`src/rtl/ahb_pixel_fifo_slave_pkg.sv`:
```
// Shared constants for the AHB pixel FIFO slave: register indices, bit
// positions inside CTRL/STATUS, HTRANS encodings and the data-phase record.
package ahb_pixel_fifo_pkg;

    localparam logic [1:0] REG_CTRL   = 2'd0;
    localparam logic [1:0] REG_STATUS = 2'd1;
    localparam logic [1:0] REG_DATA   = 2'd2;
    localparam logic [1:0] REG_LEVEL  = 2'd3;

    localparam int CTRL_ENABLE_BIT = 0;
    localparam int CTRL_FLUSH_BIT  = 1;

    localparam int STAT_EMPTY_BIT = 0;
    localparam int STAT_FULL_BIT  = 1;
    localparam int STAT_OVF_BIT   = 2;
    localparam int STAT_UDF_BIT   = 3;

    typedef enum logic [1:0] {
        HTRANS_IDLE   = 2'd0,
        HTRANS_BUSY   = 2'd1,
        HTRANS_NONSEQ = 2'd2,
        HTRANS_SEQ    = 2'd3
    } htrans_t;

    // What the address phase captured for use in the following data phase.
    typedef struct packed {
        logic       valid;
        logic       write;
        logic [1:0] addr;
    } dphase_t;

endpackage

```
`src/rtl/ahb_pixel_fifo_slave_if.sv`:
```
// AHB-Lite slave-side bus bundle between the MSS master and the pixel FIFO.
interface ahb_pixel_fifo_slave_if;
    logic        HSEL;
    logic [31:0] HADDR;
    logic [1:0]  HTRANS;
    logic        HWRITE;
    logic [2:0]  HSIZE;
    logic [31:0] HWDATA;
    logic        HREADY;
    logic [31:0] HRDATA;
    logic        HREADYOUT;
    logic        HRESP;

    modport master (
        output HSEL, HADDR, HTRANS, HWRITE, HSIZE, HWDATA, HREADY,
        input  HRDATA, HREADYOUT, HRESP
    );

    modport slave (
        input  HSEL, HADDR, HTRANS, HWRITE, HSIZE, HWDATA, HREADY,
        output HRDATA, HREADYOUT, HRESP
    );
endinterface

```
`src/rtl/ahb_pixel_fifo_slave_fifo.sv`:
```
// Plain synchronous FIFO with a combinational head. Callers must not push
// while full without a pop, nor pop while empty; flush beats push and pop.
module pix_sync_fifo #(
    parameter int WIDTH = 8,
    parameter int DEPTH = 16
) (
    input  logic                     clk,
    input  logic                     rst,
    input  logic                     push,
    input  logic                     pop,
    input  logic                     flush,
    input  logic [WIDTH-1:0]         din,
    output logic [WIDTH-1:0]         dout,
    output logic [$clog2(DEPTH):0]   count,
    output logic                     empty,
    output logic                     full
);
    localparam int AW = $clog2(DEPTH);

    logic [WIDTH-1:0] mem [DEPTH];
    logic [AW-1:0]    wr_ptr;
    logic [AW-1:0]    rd_ptr;

    // Storage write; contents need no reset because count gates visibility.
    always_ff @(posedge clk) begin
        if (push && !flush) begin
            mem[wr_ptr] <= din;
        end
    end

    // Pointers wrap naturally (power-of-two depth); count tracks occupancy.
    always_ff @(posedge clk) begin
        if (rst || flush) begin
            wr_ptr <= '0;
            rd_ptr <= '0;
            count  <= '0;
        end else begin
            if (push) wr_ptr <= wr_ptr + 1'b1;
            if (pop)  rd_ptr <= rd_ptr + 1'b1;
            count <= count + {{AW{1'b0}}, push} - {{AW{1'b0}}, pop};
        end
    end

    assign dout  = mem[rd_ptr];
    assign empty = (count == '0);
    assign full  = (count == (AW+1)'(DEPTH));
endmodule

```
`src/rtl/ahb_pixel_fifo_slave.sv`:
```
// AHB-Lite slave exposing a pixel FIFO to firmware: CTRL/STATUS/DATA/LEVEL
// registers, sticky overflow/underflow flags and a level interrupt.
module ahb_pixel_fifo_slave
    import ahb_pixel_fifo_pkg::*;
#(
    parameter int PIX_W     = 8,
    parameter int DEPTH     = 16,
    parameter int IRQ_LEVEL = 8
) (
    input  logic                 SYSCLK,
    input  logic                 SYSRESET,
    ahb_pixel_fifo_slave_if.slave bus,
    input  logic                 pix_valid,
    input  logic [PIX_W-1:0]     pix_data,
    output logic                 irq
);
    localparam int             AW      = $clog2(DEPTH);
    localparam logic [AW:0]    IRQ_LVL = (AW+1)'(IRQ_LEVEL);

    // Handshake: a transfer is accepted on the edge where HSEL, HREADY and a
    // NONSEQ/SEQ HTRANS are all high; its data phase is the next cycle and
    // always completes in that cycle because HREADYOUT is permanently 1.
    dphase_t          dp;
    logic             accept;
    logic             rd_acc, wr_acc;
    logic             pop, push, push_req, flush;
    logic             ovf_set, udf_set, ovf_clr, udf_clr, ctrl_wr;
    logic             ovf_next, udf_next;
    logic             enable, overflow, underflow;
    logic [PIX_W-1:0] head;
    logic [AW:0]      count, level_next;
    logic             empty, full;
    logic [31:0]      head_ext;
    logic             unused_bits;

    assign accept = bus.HSEL && bus.HREADY &&
                    (bus.HTRANS == HTRANS_NONSEQ || bus.HTRANS == HTRANS_SEQ);

    // Address-phase capture; reset abandons any pending data phase.
    always_ff @(posedge SYSCLK) begin
        if (SYSRESET) begin
            dp <= '0;
        end else begin
            dp.valid <= accept;
            dp.write <= bus.HWRITE;
            dp.addr  <= bus.HADDR[3:2];
        end
    end

    assign rd_acc   = dp.valid && !dp.write;
    assign wr_acc   = dp.valid &&  dp.write;
    assign flush    = wr_acc && dp.addr == REG_CTRL && bus.HWDATA[CTRL_FLUSH_BIT];
    assign ctrl_wr  = wr_acc && dp.addr == REG_CTRL;
    assign pop      = rd_acc && dp.addr == REG_DATA && !empty;
    assign udf_set  = rd_acc && dp.addr == REG_DATA &&  empty;
    assign push_req = pix_valid && enable;
    // A full FIFO still takes a pixel when the same edge pops one.
    assign push     = push_req && (!full || pop) && !flush;
    assign ovf_set  = push_req && full && !pop && !flush;
    assign ovf_clr  = wr_acc && dp.addr == REG_STATUS && bus.HWDATA[STAT_OVF_BIT];
    assign udf_clr  = wr_acc && dp.addr == REG_STATUS && bus.HWDATA[STAT_UDF_BIT];
    assign ovf_next = ovf_set || (overflow  && !ovf_clr);
    assign udf_next = udf_set || (underflow && !udf_clr);
    assign level_next = flush ? '0 : count + {{AW{1'b0}}, push} - {{AW{1'b0}}, pop};

    pix_sync_fifo #(.WIDTH(PIX_W), .DEPTH(DEPTH)) u_fifo (
        .clk   (SYSCLK),
        .rst   (SYSRESET),
        .push  (push),
        .pop   (pop),
        .flush (flush),
        .din   (pix_data),
        .dout  (head),
        .count (count),
        .empty (empty),
        .full  (full)
    );

    // Control bit, sticky flags and the registered interrupt.
    always_ff @(posedge SYSCLK) begin
        if (SYSRESET) begin
            enable    <= 1'b0;
            overflow  <= 1'b0;
            underflow <= 1'b0;
            irq       <= 1'b0;
        end else begin
            if (ctrl_wr) enable <= bus.HWDATA[CTRL_ENABLE_BIT];
            overflow  <= ovf_next;
            underflow <= udf_next;
            irq       <= enable && ((level_next >= IRQ_LVL) || ovf_next);
        end
    end

    // Read mux driven from the registered address; zero outside read phases.
    always_comb begin
        head_ext            = '0;
        head_ext[PIX_W-1:0] = head;
        bus.HRDATA          = '0;
        if (rd_acc) begin
            case (dp.addr)
                REG_CTRL:   bus.HRDATA[CTRL_ENABLE_BIT] = enable;
                REG_STATUS: begin
                    bus.HRDATA[STAT_EMPTY_BIT] = empty;
                    bus.HRDATA[STAT_FULL_BIT]  = full;
                    bus.HRDATA[STAT_OVF_BIT]   = overflow;
                    bus.HRDATA[STAT_UDF_BIT]   = underflow;
                end
                REG_DATA:   bus.HRDATA = empty ? '0 : head_ext;
                default:    bus.HRDATA[AW:0] = count;
            endcase
        end
    end

    assign bus.HREADYOUT = 1'b1;
    assign bus.HRESP     = 1'b0;

    assign unused_bits = ^{bus.HADDR[31:4], bus.HADDR[1:0], bus.HSIZE, bus.HWDATA[31:4]};
endmodule

```
`src/flat_wrapper.sv`:
```
// flat-port wrapper written by rule: the top's interface ports become plain ports
module ahb_pixel_fifo_slave_flat import ahb_pixel_fifo_pkg::*;
#(
    parameter int PIX_W     = 8,
    parameter int DEPTH     = 16,
    parameter int IRQ_LEVEL = 8
)
  (SYSCLK, SYSRESET, pix_valid, pix_data, irq, bus_HSEL, bus_HADDR, bus_HTRANS, bus_HWRITE, bus_HSIZE, bus_HWDATA, bus_HREADY, bus_HRDATA, bus_HREADYOUT, bus_HRESP);
  ahb_pixel_fifo_slave_if bus_i ();
  input  logic SYSCLK;
  input  logic SYSRESET;
  input  logic pix_valid;
  input  logic [PIX_W-1:0] pix_data;
  output logic irq;
  input wire logic [$bits(bus_i.HSEL)-1:0] bus_HSEL;
  input wire logic [$bits(bus_i.HADDR)-1:0] bus_HADDR;
  input wire logic [$bits(bus_i.HTRANS)-1:0] bus_HTRANS;
  input wire logic [$bits(bus_i.HWRITE)-1:0] bus_HWRITE;
  input wire logic [$bits(bus_i.HSIZE)-1:0] bus_HSIZE;
  input wire logic [$bits(bus_i.HWDATA)-1:0] bus_HWDATA;
  input wire logic [$bits(bus_i.HREADY)-1:0] bus_HREADY;
  output wire logic [$bits(bus_i.HRDATA)-1:0] bus_HRDATA;
  output wire logic [$bits(bus_i.HREADYOUT)-1:0] bus_HREADYOUT;
  output wire logic [$bits(bus_i.HRESP)-1:0] bus_HRESP;
  assign bus_i.HSEL = bus_HSEL;
  assign bus_i.HADDR = bus_HADDR;
  assign bus_i.HTRANS = bus_HTRANS;
  assign bus_i.HWRITE = bus_HWRITE;
  assign bus_i.HSIZE = bus_HSIZE;
  assign bus_i.HWDATA = bus_HWDATA;
  assign bus_i.HREADY = bus_HREADY;
  assign bus_HRDATA = bus_i.HRDATA;
  assign bus_HREADYOUT = bus_i.HREADYOUT;
  assign bus_HRESP = bus_i.HRESP;
  ahb_pixel_fifo_slave #(.PIX_W(PIX_W), .DEPTH(DEPTH), .IRQ_LEVEL(IRQ_LEVEL)) u_core (.SYSCLK(SYSCLK), .SYSRESET(SYSRESET), .bus(bus_i), .pix_valid(pix_valid), .pix_data(pix_data), .irq(irq));
endmodule
```
`config.mk`:
```
export PLATFORM = sky130hd
export DESIGN_NAME = ahb_pixel_fifo_slave_flat
export DESIGN_NICKNAME = d
export VERILOG_FILES = /design/src/rtl/ahb_pixel_fifo_slave_pkg.sv /design/src/rtl/ahb_pixel_fifo_slave_if.sv /design/src/rtl/ahb_pixel_fifo_slave_fifo.sv /design/src/rtl/ahb_pixel_fifo_slave.sv /design/src/flat_wrapper.sv
export SDC_FILE = /design/constraint.sdc
export NUM_CORES = 1
export LEC_CHECK = 0
export CORE_MARGIN = 2
export CORE_UTILIZATION = 45
export CTS_BUF_LIST = sky130_fd_sc_hd__clkbuf_16
export DETAILED_ROUTE_END_ITERATION = 7
export PLACE_DENSITY = 0.7
export SLEW_MARGIN = 20
export SYNTH_ARGS = -nofsm -noshare
export SYNTH_HDL_FRONTEND = slang
export SYNTH_HIERARCHICAL = 1
export SYNTH_SLANG_ARGS = --single-unit
```
`constraint.sdc`:
```
create_clock -name SYSCLK -period 4.85 [get_ports SYSCLK]
set_clock_uncertainty 0.1 [all_clocks]
set_input_delay 0.7275 -clock SYSCLK [delete_from_list [all_inputs] [get_ports SYSCLK]]
set_output_delay 0.7275 -clock SYSCLK [all_outputs]
set_load 0.05 [all_outputs]
```
==> impl_metrics.json, run 1 <==
{
  "hold_viol": 0,
  "grt_busiest_layer": "met2",
  "num_rows": 44,
  "syn_to_final_growth_pct": 13.5,
  "path_class": "register to primary output",
  "drc": 0,
  "antenna_found_initial": 0,
  "rsz0062_at_grt": "false",
  "synthCells": 411,
  "slew_viol_final": 0,
  "core_area_um2": 14500,
  "grt_pass1_wl_um": 19400,
  "cts_made_buffers": 17,
  "synth_area_um2": 6670,
  "pwr-share-comb": 0.030,
  "drt_iter0_markers": 249,
  "cp.required_ns": 4.02,
  "pwr-share-clk": 0.450,
  "dr_total_vias": 3413,
  "period_share": 0.842,
  "grtUsageMet1": 0.202,
  "end_kind": "primary output",
  "peakVddDrop_uv": 270,
  "die_w_um": 126,
  "postCtsSetupBuffers": 0,
  "synth_edf_count": 128,
  "met3_usage": 0.0535,
  "drtPass1Iterations": 4,
  "synthAdderAreaFrac": 0.0360,
  "powerDensity_nw_per_um2": 363,
  "hpwlAfterDp_um": 7960,
  "clk_pin_slew_ns": 0.06,
  "clock_sinks": 153,
  "drive_above_1_share": 0.131,
  "cts_tree": "built",
  "final_net_count": 548,
  "hp-class": "register to register",
  "post_drt_via_cell_ratio": 5.31,
  "ys_seq_elements": 153,
  "finalCoreUtilization": 0.521,
  "max_freq_mhz": 245,
  "dieArea_um2": 15800,
  "placed_cell_area_um2": 7020,
  "wire_per_inst_um": 19.1,
  "gp_congestion": 0.797,
  "relSlewSlack": 0.554,
  "cp.arrival_ns": 3.25,
  "postSynthAreaPerCell_um2": 16.2,
  "p_sw_frac": 0.202,
  "start_util": 0.459,
  "internal_power_uw": 2190,
  "startpoint_type": "register",
  "synth_xor_area_frac": 0.0131,
  "cap_viol_max_count": 0,
  "dp.cells": 612,
  "fillerInstances": 1179,
  "synth_cell_types": 50,
  "cts_root_buf": "clkbuf_16",
  "synthArstFlopShare": 0,
  "grt_pass1_vias": 3549,
  "stdcell_count": 643,
  "layout_commonest_cell": "edfxtp_1",
  "port_buffers": 29,
  "use_met2": 0.286,
  "yosys_warnings": 6,
  "yosys_most_used_dff": "edfxtp_1",
  "ys_seq_area_frac": 0.651,
  "synth-simple-area-share": 0.0793,
  "post_cts_resized": 0,
  "design_area_um2": 7570,
  "clockBufferDepth": 2,
  "clk_latency_ns": 0.41,
  "status": "completed",
  "setup_viol": 0,
  "gr-total-overflow": 0,
  "postCtsHoldBufs": 0,
  "num_antenna_cells": 0,
  "p_leak_uw": 0.00260,
  "final_cell_mix": "edfxtp_1, clkdlybuf4s50_1, conb_1, dfxtp_1",
  "path_max_fanout": 21,
  "die_h_um": 126,
  "period_needed_ns": 4.08,
  "wirelength_um": 12300,
  "seqPwrFrac": 0.520,
  "synth_compound_area_frac": 0.0401,
  "antenna_left": 0,
  "io-pin-count": 118,
  "grt_usage": 0.167,
  "p_total_uw": 2750,
  "cts_max_level": 4,
  "switching_power_uw": 555,
  "worstMarginPinSlew_ns": 0.660,
  "synth_top_family_by_area": "multiplexers",
  "synthMuxAreaShare": 0.124,
  "grt_max_degree": 33,
  "fin_tns_setup_ns": 0
}
## synth_stat cells (5+ instances only)
cell type	count	area (um^2)
dfxtp_1	25	500
a22oi_1	18	135
xor2_1	5	43.8
buf_4	28	210
edfxtp_1	128	3840
nor2b_1	5	31.3
nand2_1	20	75.1
a21oi_1	12	60.1
mux4_1	14	368
mux4_2	18	405
xnor2_1	5	43.8
ha_1	16	200
inv_1	18	67.6
and2_1	20	125
nor2_1	21	78.8
## cells by family after synthesis
| kind of cell | Yosys count |
|---|---|
| other cells | 2 |
| compound gates | 39 |
| fa+ha+maj | 18 |
| flops | 153 |
| mux | 37 |
| simple gates | 93 |
| buf+inv | 59 |
| xor+xnor | 10 |
## final cells by class
type | instances | area, um^2 | area share
flip-flops and latches | 153 | 4350 | 0.574
multi-input cells | 223 | 2050 | 0.270
clock buffers | 17 | 425 | 0.0562
repair buffers | 33 | 320 | 0.0423
well taps | 184 | 230 | 0.0304
clock inverters | 14 | 133 | 0.0175
inverters | 19 | 71.3 | 0.00942
## flip-flops by register name (all words and copies together) (netlist names), named ones only
name,count
u_core/underflow,1
u_core/enable,1
u_core/u_fifo/mem,128
u_core/dp,4
u_core/u_fifo/rd_ptr,4
u_core/irq,1
u_core/u_fifo/wr_ptr,4
u_core/overflow,1
u_core/u_fifo/count,5
## power groups by stage
stage                     registers [uW]  logic, uW  clock network [uW]
after floorplan                     1450       70.7                   0
after global placement              1460       82.0                   0
after detailed placement            1460       84.2                   0
after CTS                           1430       84.4                1270
after global routing                1430       89.4                1330
final                               1430       83.7                1230
## final timing paths
path                                from          endpoint  slack [ns]  cells past startpoint
setup reg to reg  u_core/u_fifo/count[3]        u_core/irq        1.37                     14
hold / removal          u_core/underflow  u_core/underflow        0.36                      2
hold reg to reg         u_core/underflow  u_core/underflow        0.36                      2
setup / recovery                register     bus_HRDATA[3]        0.77                      8
## per-layer routing
metal,share of wire,wire length [um]
met1,0.41,5060
met2,0.53,6490
met4,0.0055,68
met3,0.053,647
met5,0,0
## worst max-delay path, cell delays in order (launching register included)
cell	delay [ns]
dfxtp_2	0.31
buf_4	0.36
buf_4	0.33
mux4_1	0.60
a22oi_1	0.16
nand2_1	0.14
nand3b_1	0.13
a21oi_1	0.08
clkdlybuf4s50_1	0.70
## metrics by stage
stage / setup WS, ns / hold WS, ns
final: 0.768 / 0.361
after global routing: 0.589 / 0.381
after CTS: 0.708 / 0.368
after detailed placement: 1.17 / 0.362
after global placement: 1.19 / 0.342
after floorplan: 1.69 / 0.323
Note: power is estimated with default switching activity, not from simulation.
==> inputs of run 2 (changes only) <==
--- a/config.mk
+++ b/config.mk
@@ -9,7 +9,7 @@
 export CORE_UTILIZATION = 45
 export CTS_BUF_LIST = sky130_fd_sc_hd__clkbuf_16
 export DETAILED_ROUTE_END_ITERATION = 7
-export PLACE_DENSITY = 0.7
+export PLACE_DENSITY = 0.73
 export SLEW_MARGIN = 20
 export SYNTH_ARGS = -nofsm -noshare
 export SYNTH_HDL_FRONTEND = slang
==> constraint.sdc (replaced) <==
create_clock -name SYSCLK -period 3.45 [get_ports SYSCLK]
set_clock_uncertainty 0.1 [all_clocks]
set_input_delay 0.5175 -clock SYSCLK [delete_from_list [all_inputs] [get_ports SYSCLK]]
set_output_delay 0.5175 -clock SYSCLK [all_outputs]
set_load 0.05 [all_outputs]
==> run 2 against run 1 <==
Net effect:
- first-iteration DRC count grew 12%
- critical path type is now register to register
- sequential power grew 41%
- routed wire length grew 1.8%
- clock-buffer cell count is the same
- register-to-register slack lost 1.1 ns
- global-route usage grew 0.47 points
==> impl_metrics.json, run 2 (same netlist as run 1, synthesis figures left out) <==
{
  "syn_to_final_growth_pct": 17.2,
  "start_util": 0.459,
  "layout_commonest_cell": "edfxtp_1",
  "clk_pin_slew_ns": 0.06,
  "io-pin-count": 118,
  "cts_tree": "built",
  "peakVddDrop_uv": 459,
  "gr-total-overflow": 0,
  "slew_viol_final": 0,
  "dieArea_um2": 15800,
  "largest_register": "u_core/u_fifo/mem",
  "cap_viol_max_count": 0,
  "dr_total_vias": 3591,
  "startpoint_type": "register",
  "core_area_um2": 14500,
  "max_freq_mhz": 316,
  "final_net_count": 571,
  "rsz0062_at_grt": "false",
  "num_rows": 44,
  "fin_tns_setup_ns": 0,
  "status": "completed",
  "gp_congestion": 0.828,
  "final_cell_mix": "edfxtp_1, buf_4, conb_1, dfxtp_1",
  "top_regs": "u_core/u_fifo/mem x128, u_core/u_fifo/count x5",
  "grt_pass1_vias": 3683,
  "hold_viol": 0,
  "drtPass1Iterations": 5,
  "cts_made_buffers": 17,
  "drc": 0,
  "hp-class": "register to register",
  "antenna_left": 0,
  "end_kind": "register",
  "cts_root_buf": "clkbuf_16",
  "path_class": "register to register",
  "wirelength_um": 12500,
  "postCtsHoldBufs": 0,
  "p_leak_uw": 0.00278,
  "drive_above_1_share": 0.197,
  "hpwlAfterDp_um": 8300,
  "relSlewSlack": 0.468,
  "wire_per_inst_um": 18.7,
  "clock_sinks": 153,
  "grt_max_degree": 20,
  "antenna_found_initial": 0,
  "grt_pass1_wl_um": 20100,
  "placed_cell_area_um2": 7180,
  "cts_max_level": 4,
  "powerDensity_nw_per_um2": 513,
  "cp.required_ns": 3.66,
  "cp.arrival_ns": 3.37,
  "period_share": 0.917,
  "design_area_um2": 7830,
  "worstMarginPinSlew_ns": 0.796,
  "setup_viol": 0,
  "clk_latency_ns": 0.42,
  "period_needed_ns": 3.16,
  "die_h_um": 126,
  "path_max_fanout": 9,
  "post_drt_via_cell_ratio": 5.38,
  "largest_reg_flops": 128,
  "port_buffers": 29,
  "drt_iter0_markers": 279,
  "die_w_um": 126,
  "grt_usage": 0.171,
  "clockBufferDepth": 2,
  "num_antenna_cells": 0
}
run 2: cell count changes in the layout (fill, tap and decap cells not counted), sizes merged:
cell / change
buf: +31
clkinvlp: +1
clkdlybuf4s50: -8
clkinv: +1
bufinv: +2
inv: -3
run 2: layer usage:
layer  GRT usage  vias to the layer above  part of all wire
li1            -                     1633                 -
met1       0.234                     1829              0.43
met2       0.269                      114              0.49
met3      0.0442                       15             0.066
met4      0.0608                        0             0.014
met5           0                        -                 0
run 2: final cells by class:
cell class                 instances  area [um^2]
fill                            1126         6710
sequential                       153         4350
multi-input combinational        223         2080
timing repair buffer              56          485
clock buffer                      17          425
tap                              184          230
clock inverter                    15          186
inverter                          19         73.8
run 2: timing repair:
action,in CTS,in global routing
setup endpoints to repair,0,23
endpoints found under the hold margin,0,0
resized for setup,0,7
setup buffers,0,0
run 2: final timing paths:
| path | slack (ns) | depth (start not counted) | endpoint | startpoint |
|---|---|---|---|---|
| min reg2reg | 0.36 | 2 | u_core/underflow | u_core/underflow |
| min | 0.36 | 2 | u_core/underflow | u_core/underflow |
| max | 0.29 | 15 | u_core/u_fifo/count[4] | u_core/u_fifo/count[3] |
| max reg2reg | 0.29 | 15 | u_core/u_fifo/count[4] | u_core/u_fifo/count[3] |
run 2: power breakdown:
group / internal (uW) / switching, uW
registers: 2000 / 5.24
clock network: 1200 / 690
logic: 26.8 / 92.3
run 2: metrics by stage:
| step | hold WS [ns] | utilization | power (uW) | setup WS (ns) | instances |
|---|---|---|---|---|---|
| 5_1_grt | 0.408 | 0.538 | 4140 | 0.0259 | 667 |
| 2_1_floorplan | 0.323 | - | 2140 | 0.291 | 435 |
| 4_1_cts | 0.362 | 0.536 | 4050 | 0.0467 | 667 |
| 3_5_place_dp | 0.355 | 0.494 | 2170 | 0.0979 | 635 |
| 6_report | 0.363 | 0.538 | 4010 | 0.287 | 667 |
| 3_3_place_gp | 0.342 | 0.494 | 2160 | 0.251 | 635 |
run 2: critical path: stages, from the launching register on:
cell and delay (ns):
dfxtp_1 0.46, inv_1 0.10, ha_1 0.22, nor4b_4 0.14, and2b_4 0.30, nand3b_4 0.10, inv_4 0.15, ha_1 0.25
inv_1 0.05, ha_1 0.15, inv_1 0.06, fa_1 0.39, nand2b_1 0.16, a21oi_1 0.17, o21ai_0 0.10, nor3b_1 0.15
